## src/rtl/wb_io_bank.sv

```systemverilog
// wb_io_bank: Wishbone pipelined-slave I/O endpoint for the J1 data bus.
// Provides N_CH write channels and N_CH read channels of DW bits each. Every
// request terminates a fixed LATENCY edges after it is accepted, and stall
// limits the number of outstanding requests to MAX_OUT. Word addresses at or
// above N_CH terminate with err instead of ack.
//
// Ports:
//   clk, rst        bus clock (rising edge), asynchronous active-high reset
//   cyc, stb, we    Wishbone cycle, strobe and write enable
//   adr, dat_i      word address and write data
//   dat_o           read data, valid while ack=1 and held between read acks
//   ack, err        normal / error termination, one cycle each
//   stall           request not accepted this cycle
//   io_out          write-channel registers, channel k at [k*DW +: DW]
//   io_out_stb      one-cycle pulse per channel write
//   io_in           read-channel inputs, channel k at [k*DW +: DW]
//   io_in_rd        one-cycle pulse per channel read
module wb_io_bank #(
  parameter int unsigned DW      = 16,
  parameter int unsigned AW      = 4,
  parameter int unsigned N_CH    = 4,
  parameter int unsigned LATENCY = 1,
  parameter int unsigned MAX_OUT = 1
) (
  input  logic              clk,
  input  logic              rst,
  input  logic              cyc,
  input  logic              stb,
  input  logic              we,
  input  logic [AW-1:0]     adr,
  input  logic [DW-1:0]     dat_i,
  output logic [DW-1:0]     dat_o,
  output logic              ack,
  output logic              err,
  output logic              stall,
  output logic [N_CH*DW-1:0] io_out,
  output logic [N_CH-1:0]   io_out_stb,
  input  logic [N_CH*DW-1:0] io_in,
  output logic [N_CH-1:0]   io_in_rd
);

  localparam int unsigned CW = $clog2(MAX_OUT + 1);

  typedef struct packed {
    logic          we;
    logic [AW-1:0] adr;
    logic [DW-1:0] dat;
  } req_t;

  req_t             pipe_q [LATENCY];
  logic [LATENCY-1:0] vld_q;
  logic [CW-1:0]    count_q;

  logic             accept_c;
  logic             term_c;
  logic             mapped_c;
  req_t             head_c;
  logic [DW-1:0]    rd_data_c;

  // Stall depends only on the registered outstanding count.
  assign stall    = (count_q == CW'(MAX_OUT));
  assign accept_c = cyc & stb & ~stall;

  // Last pipeline stage terminates at the coming edge unless the cycle is dropped.
  assign head_c   = pipe_q[LATENCY-1];
  assign term_c   = cyc & vld_q[LATENCY-1];
  assign mapped_c = ({1'b0, head_c.adr} < (AW+1)'(N_CH));

  // Read-channel mux for the terminating request.
  always_comb begin
    rd_data_c = '0;
    for (int k = 0; k < int'(N_CH); k++) begin
      if (head_c.adr == AW'(k)) rd_data_c = io_in[k*DW +: DW];
    end
  end

  // Request pipeline and outstanding count; a dropped cyc flushes everything.
  always_ff @(posedge clk or posedge rst) begin
    if (rst) begin
      vld_q   <= '0;
      count_q <= '0;
      for (int i = 0; i < int'(LATENCY); i++) pipe_q[i] <= '0;
    end else if (!cyc) begin
      vld_q   <= '0;
      count_q <= '0;
    end else begin
      vld_q[0]  <= accept_c;
      pipe_q[0] <= '{we: we, adr: adr, dat: dat_i};
      for (int i = 1; i < int'(LATENCY); i++) begin
        vld_q[i]  <= vld_q[i-1];
        pipe_q[i] <= pipe_q[i-1];
      end
      count_q <= count_q + CW'(accept_c) - CW'(term_c);
    end
  end

  // Termination: ack/err pulse, channel side effects and read data capture.
  always_ff @(posedge clk or posedge rst) begin
    if (rst) begin
      ack        <= 1'b0;
      err        <= 1'b0;
      dat_o      <= '0;
      io_out     <= '0;
      io_out_stb <= '0;
      io_in_rd   <= '0;
    end else begin
      ack        <= 1'b0;
      err        <= 1'b0;
      io_out_stb <= '0;
      io_in_rd   <= '0;
      if (term_c) begin
        if (!mapped_c) begin
          err <= 1'b1;
        end else begin
          ack <= 1'b1;
          if (head_c.we) begin
            for (int k = 0; k < int'(N_CH); k++) begin
              if (head_c.adr == AW'(k)) io_out[k*DW +: DW] <= head_c.dat;
            end
            io_out_stb <= N_CH'(1) << head_c.adr;
          end else begin
            dat_o    <= rd_data_c;
            io_in_rd <= N_CH'(1) << head_c.adr;
          end
        end
      end
    end
  end

endmodule

```

## config.mk

```make
export PLATFORM = sky130hd
export DESIGN_NAME = wb_io_bank
export DESIGN_NICKNAME = d
export VERILOG_FILES = /design/src/rtl/wb_io_bank.sv
export SDC_FILE = /design/constraint.sdc
export NUM_CORES = 1
export LEC_CHECK = 0
export BUFFER_PORTS_ARGS = -buffer_cell sky130_fd_sc_hd__buf_2
export CAP_MARGIN = 20
export CELL_PAD_IN_SITES_DETAIL_PLACEMENT = 0
export CELL_PAD_IN_SITES_GLOBAL_PLACEMENT = 2
export CORE_MARGIN = 4
export CORE_UTILIZATION = 28
export DETAILED_ROUTE_END_ITERATION = 10
export HOLD_SLACK_MARGIN = 0.02
export PLACE_DENSITY = 0.78
export SETUP_SLACK_MARGIN = 0.2
export SYNTH_ARGS = -nofsm -noshare
export SYNTH_HDL_FRONTEND = slang
export SYNTH_SLANG_ARGS = --single-unit
```

## constraint.sdc

```tcl
create_clock -name clk -period 3.3 [get_ports clk]
set_input_delay 0.33 -clock clk [delete_from_list [all_inputs] [get_ports clk]]
set_output_delay 0.33 -clock clk [all_outputs]
set_load 0.02 [all_outputs]
```

==> results by group, run 1 <==
Outcome
  • Status: complete, no violations

Yosys
  • #FFs+latches synth: 113
  • Ys async rst share: 1.000
  • Top-area cell type share of the netlist area: 0.6040
  • Synth cell types: 27
  • Adder-cell share of the synthesized area: 0
  • Largest family of logic cells by synthesized area: multiplexers
  • Post-Synth XOR/XNOR Area: 0
  • Post-synthesis cell count: 323
  • Ranking of synthesized cells by area: dfrtp_1 60%, mux2_2 20%, mux4_2 3.8%
  • Syn Nets: 412
  • Compound-Gate Fraction of Synth Area: 0.04062
  • Area of the mapped netlist: 4682 um2
  • Largest area contributor in the synthesized netlist: dfrtp_1
  • Syn_area_per_cell: 14.50 um2
  • Simple-gate share of the synthesized area: 0.06013
  • Commonest cells post-synth: 113 x dfrtp_1, 83 x mux2_2, 16 x a21oi_1
  • Synth Flop Type: dfrtp_1
  • Synth Warn #: 0
  • Most common cell in the netlist: dfrtp_1
  • Sequential area share after synthesis: 0.6040
  • Post-synth EDFFs: 0
  • Mux share of post-synthesis cell area: 0.2670

Worst setup path
  • CP top delay family: multiplexers
  • CP Capture Type: register
  • CP max FO: 22
  • Critical path's slowest cell: dfrtp_1
  • Buf/Inv on CP: 1
  • Cell Chain, Critical Path: buf_4 -> mux4_2 -> mux2_2
  • Crit Path Category: register to register
  • Critical path required time: 3.58 ns
  • Critical path startpoint category: register
  • Crit path DAT: 2.33 ns
  • Largest stage delay, worst path: 0.78 ns

Place
  • Placement Setup Slack: 1.118 ns
  • DP Wirelength: 9177 um
  • I/O Buffers: 179
  • Placer Congestion: 0.7878

GRT
  • First-pass GRT wire length: 19220 um
  • Vias in the first global route: 3442
  • GRT Residual Overflow: 0
  • Initial antenna violation count: 4
  • GRT Total Usage: 0.1360
  • Largest net degree at the start of global routing: 83

Route
  • Routed vias: 3291
  • First drt pass iteration count: 5
  • Routed Antenna Nets: 0
  • WL per Instance: 17.22 um
  • 1st-iter DRT viols: 138
  • Post-DR vias/cell: 4.429
  • Detailed Route WL: 12790 um
  • Drt drc: 0

Timing
  • Final WS setup: 1.257 ns
  • Worst-Margin Slew: 0.7445 ns
  • RSZ-0062 raised after global routing: no
  • Fin crit share: 0.6192
  • Skew final: 0.007782 ns
  • Sum Neg Setup Slack: 0 ns
  • Max_slew headroom: 0.5026
  • Slew Viols, Final: 0
  • Tmin final: 2.043 ns
  • Fmax: 0.4894 GHz
  • Hold Vio Cnt, Final: 0
  • Setup violations, final: 0

Run
  • Max Cap Viol: 0

CTS
  • H-tree Lvls: 4
  • CTS root buf: clkbuf_16
  • Total CTS buffers: 17
  • Worst skew pair latency: 0.41 ns
  • Reg clk slew, reported paths: 0.05 ns
  • CTS tree: done
  • Post-CTS sizing: 0
  • CTS max path bufs: 2
  • Total setup buffers inserted after CTS: 0
  • Cts hold-fix bufs: 0
  • Clk sinks: 113

Layout
  • Layout cells sized above 1: 0.6379
  • Final net count: 598
  • Area growth syn-to-layout: 38.56%

Power
  • LEAKAGE: 3.455 nW
  • Pwr/cell area: 644.9 nW/um2
  • Maximum VDD drop: 0.4013 mV

Floorplan
  • Num ports: 180
  • Area of the core: 16470 um2
  • Initial core utilization: 0.2843
  • Die Span Y: 137.3 um
  • Die Wd: 137.3 um
  • Die area: 18850 um2
  • Row cnt: 47

Hold path
  • Worst Hold Class: input port to async pin
[metrics by stage]
stage | hold WS, ns | std cells | area [um2] | util | power [mW]
global placement | 0.4460 | 709 | 5812 | 0.3530 | 2.233
finish | 0.04593 | 743 | 6487 | 0.3940 | 4.184
floorplan | 0.4468 | 323 | 4686 | - | 2.000
global route | 0.09245 | 743 | 6487 | 0.3940 | 4.392
CTS | 0.04982 | 741 | 6457 | 0.3922 | 4.252
detailed placement | 0.4553 | 709 | 5812 | 0.3530 | 2.250
[final cells by class]
cell class,count,area (um2)
well taps,220,275.3
inverters,6,26.28
diodes,1,2.502
multi-input cells,184,1722
flip-flops and latches,113,2828
clock buffers,20,466.7
clock inverters,12,178.9
repair buffers,187,988.4
fillers,1630,9978
[final timing paths]
path | end | from | cells past startpoint | slack, ns
min reg2reg | vld_q | stall | 1 | 0.47
min | io_out[3] | rst | 2 | 0.05
min in group clk | head_c[17] | adr[1] | 3 | 0.14
max in group asynchronous | io_out[33] | rst | 3 | 2.40
max | dat_o[11] | head_c[16] | 3 | 1.26
max reg2reg | dat_o[11] | head_c[16] | 3 | 1.26
[layout by cell type, fill, tap and decap left out, drive strengths merged, types with 4 or more instances in the layout]
cell type / count
a21oi: 16
buf: 187
bufinv: 4
clkbuf: 20
clkinvlp: 4
dfrtp: 113
inv: 7
mux2: 92
mux4: 8
nand2: 12
nand3: 4
nor2: 15
o21ai: 10
o31ai: 8
or3b: 8
[cells by family (layout without fill, tap and decap cells)]
| family | count (synthesis) | count (layout) |
|---|---|---|
| and+or+nand+nor | 50 | 50 |
| other | 0 | 1 |
| DFF | 113 | 113 |
| muxes | 100 | 100 |
| AOI/OAI and AO/OA | 34 | 34 |
| buffers and inverters | 26 | 225 |
[registers in the layout, summed over array words and instances, names as in the netlist]
signal,flops
ack,1
dat_o,16
err,1
head_c,21
io_in_rd,4
io_out,64
io_out_stb,4
stall,1
vld_q,1
[per-layer routing]
metal  track usage  vias to the layer above  part of all wire
li1              -                     1527                 -
met1        0.1601                     1646              0.40
met2        0.2286                       98              0.53
met3       0.05405                       14             0.068
met4       0.04157                        6            0.0090
met5             0                        -            0.0027
[where the power goes]
part / switching, mW / leakage [nW] / internal [mW]
clock: 0.645 / 0.309 / 1.33
combinational: 0.327 / 1.64 / 0.263
sequential: 0.0952 / 1.50 / 1.53
total: 1.07 / 3.45 / 3.12
No activity file was read; power rests on OpenSTA's default activity.
==> run 2: changes to the inputs <==
- CORE_UTILIZATION: 28 -> 32
- PLACE_DENSITY: 0.78 -> 0.83
- clock period: 3.3 -> 2.15 ns (I/O delays scaled with it)
==> run 2 against run 1 <==
Effect of this change: count of clock-buffer cells in the layout grew 4; utilization increased by 7.1 points; die area down 12%; cell count is 3.8% lower; clock power up 43%; via count rose by 3.0%; fmax increased by 9.0%; combinational power rose by 62%; critical endpoint is now io_out[38].
==> results by group, run 2 (synthesized netlist as in run 1, its figures left out) <==
Power
  • Pwr/cell area: 954.1 nW/um2
  • Internal power: 4.700 mW
  • LEAKAGE: 3.503 nW
  • Reg power frac: 0.399
  • Clock power share: 0.449
  • Net Sw Frac: 0.2490
  • Maximum VDD drop: 0.4785 mV
  • Combinational share of power: 0.152
  • P_sw: 1.558 mW

Layout
  • Largest reg by FF count: io_out
  • Fin area: 6559 um2
  • Area growth syn-to-layout: 40.09%
  • Layout cells sized above 1: 0.6187
  • Most frequent cells in the layout: 179 x buf_2, 113 x dfrtp_1, 83 x mux2_2
  • Final Non-Filler Cells: 715
  • Fin util: 0.4653
  • Final net count: 614
  • N_diodes: 0
  • Max FFs per register: 64
  • Most common cell after layout, fill and taps aside: buf_2

Timing
  • Worst-Margin Slew: 0.6872 ns
  • Hold_ws: 0.04210 ns
  • Fin crit share: 0.8723
  • Skew final: 0.007012 ns
  • Sum Neg Setup Slack: 0 ns
  • RSZ-0062 raised after global routing: no
  • Hold Vio Cnt, Final: 0
  • Setup violations, final: 0
  • Max_slew headroom: 0.5409
  • Fmax: 0.5332 GHz
  • Slew Viols, Final: 0
  • Tmin final: 1.875 ns

Run
  • Max Cap Viol: 0

CTS
  • Reg clk slew, reported paths: 0.05 ns
  • Clk sinks: 113
  • CTS root buf: clkbuf_16
  • H-tree Lvls: 4
  • CTS max path bufs: 2
  • Total setup buffers inserted after CTS: 0
  • Total CTS buffers: 17
  • Worst skew pair latency: 0.41 ns
  • CTS tree: done

GRT
  • Largest net degree at the start of global routing: 32
  • First-pass GRT wire length: 19700 um
  • GRT Total Usage: 0.1562
  • Vias in the first global route: 3700
  • GRT Residual Overflow: 0
  • Initial antenna violation count: 0

Route
  • Post-DR vias/cell: 4.743
  • Detailed Route WL: 12630 um
  • Routed vias: 3391
  • 1st-iter DRT viols: 190
  • Routed Antenna Nets: 0
  • WL per Instance: 17.67 um
  • First drt pass iteration count: 4
  • Drt drc: 0

Floorplan
  • Die Span Y: 129.0 um
  • Num ports: 180
  • Row cnt: 43
  • Initial core utilization: 0.3321
  • Die Wd: 129.0 um
  • Die area: 16630 um2
  • Area of the core: 14100 um2

Worst setup path
  • Worst path depth: 4
  • Crit Path Category: register to register
  • Crit path DAT: 2.16 ns
  • Buf/Inv on CP: 0
  • Critical path's slowest cell: or4_4
  • Reg2Reg Depth: 4
  • Cell Chain, Critical Path: nor2_1 -> nand3_2 -> or4_4 -> mux2_4
  • Critical path startpoint category: register
  • Critical path required time: 2.44 ns
  • CP max FO: 17
  • Largest stage delay, worst path: 0.63 ns
  • CP top delay family: simple AND/OR/NAND/NOR gates
  • CP Capture Type: register

Place
  • DP Area: 5817 um2
  • Placed instance count: 673
  • Placer Congestion: 0.7544
  • I/O Buffers: 179
  • DP Wirelength: 9190 um

Outcome
  • Status: complete, no violations

Hold path
  • Worst Hold Class: input port to register
  • Hold Path Stages: 2
run 2: cell count changes in the layout (fill, tap and decap cells not counted), sizes merged:
| cell | previous run | this run |
|---|---|---|
| clkinv | 3 | 1 |
| dlygate4sd3 | 0 | 13 |
| clkbuf | 20 | 24 |
| bufinv | 4 | 3 |
| clkinvlp | 4 | 2 |
| diode | 1 | 0 |
| inv | 7 | 5 |
| buf | 187 | 190 |
run 2: layer usage:
metal	wire length, um	global-route usage	up-vias	share of wire
met2	6433	0.2652	107	0.51
met3	841	0.04649	16	0.067
met5	0	0	-	0
met4	209	0.06238	0	0.017
li1	-	-	1559	-
met1	5148	0.1857	1709	0.41
run 2: per-stage QoR:
stage | power (mW) | setup slack [ns]
6_report | 6.258 | 0.2746
2_1_floorplan | 3.070 | 0.3616
4_1_cts | 6.356 | 0.2056
5_1_grt | 6.521 | 0.2210
3_3_place_gp | 3.452 | 0.3057
3_5_place_dp | 3.479 | 0.2065
run 2: worst paths after layout:
| path | end | from | slack, ns |
|---|---|---|---|
| min reg2reg | vld_q | stall | 0.46 |
| min | head_c[19] | adr[3] | 0.04 |
| min in group asynchronous | io_out[34] | rst | 0.46 |
| max | io_out[38] | head_c[18] | 0.27 |
| max in group asynchronous | head_c[5] | rst | 1.04 |
| max reg2reg | io_out[38] | head_c[18] | 0.27 |
run 2: layout make-up:
cell class	instances	area [um2]
inverters	6	26.28
well taps	180	225.2
fillers	1321	7537
repair buffers	203	1146
clock buffers	24	491.7
clock inverters	5	102.6
multi-input cells	184	1739
flip-flops and latches	113	2828
run 2: repair_timing:
action / in CTS / in global routing
resized for setup: 1 / 2
cloned: 0 / 0
hold buffers: 13 / 0
endpoints found under the setup margin: 16 / 20
hold endpoints to repair: 38 / 0
run 2: power by group through the flow:
stage               logic, mW  registers [mW]  clock network [mW]
floorplan               0.358            2.71                   0
global placement        0.933            2.52                   0
detailed placement      0.948            2.53                   0
CTS                     0.970            2.50                2.89
global route             1.04            2.52                2.96
finish                  0.953            2.50                2.81
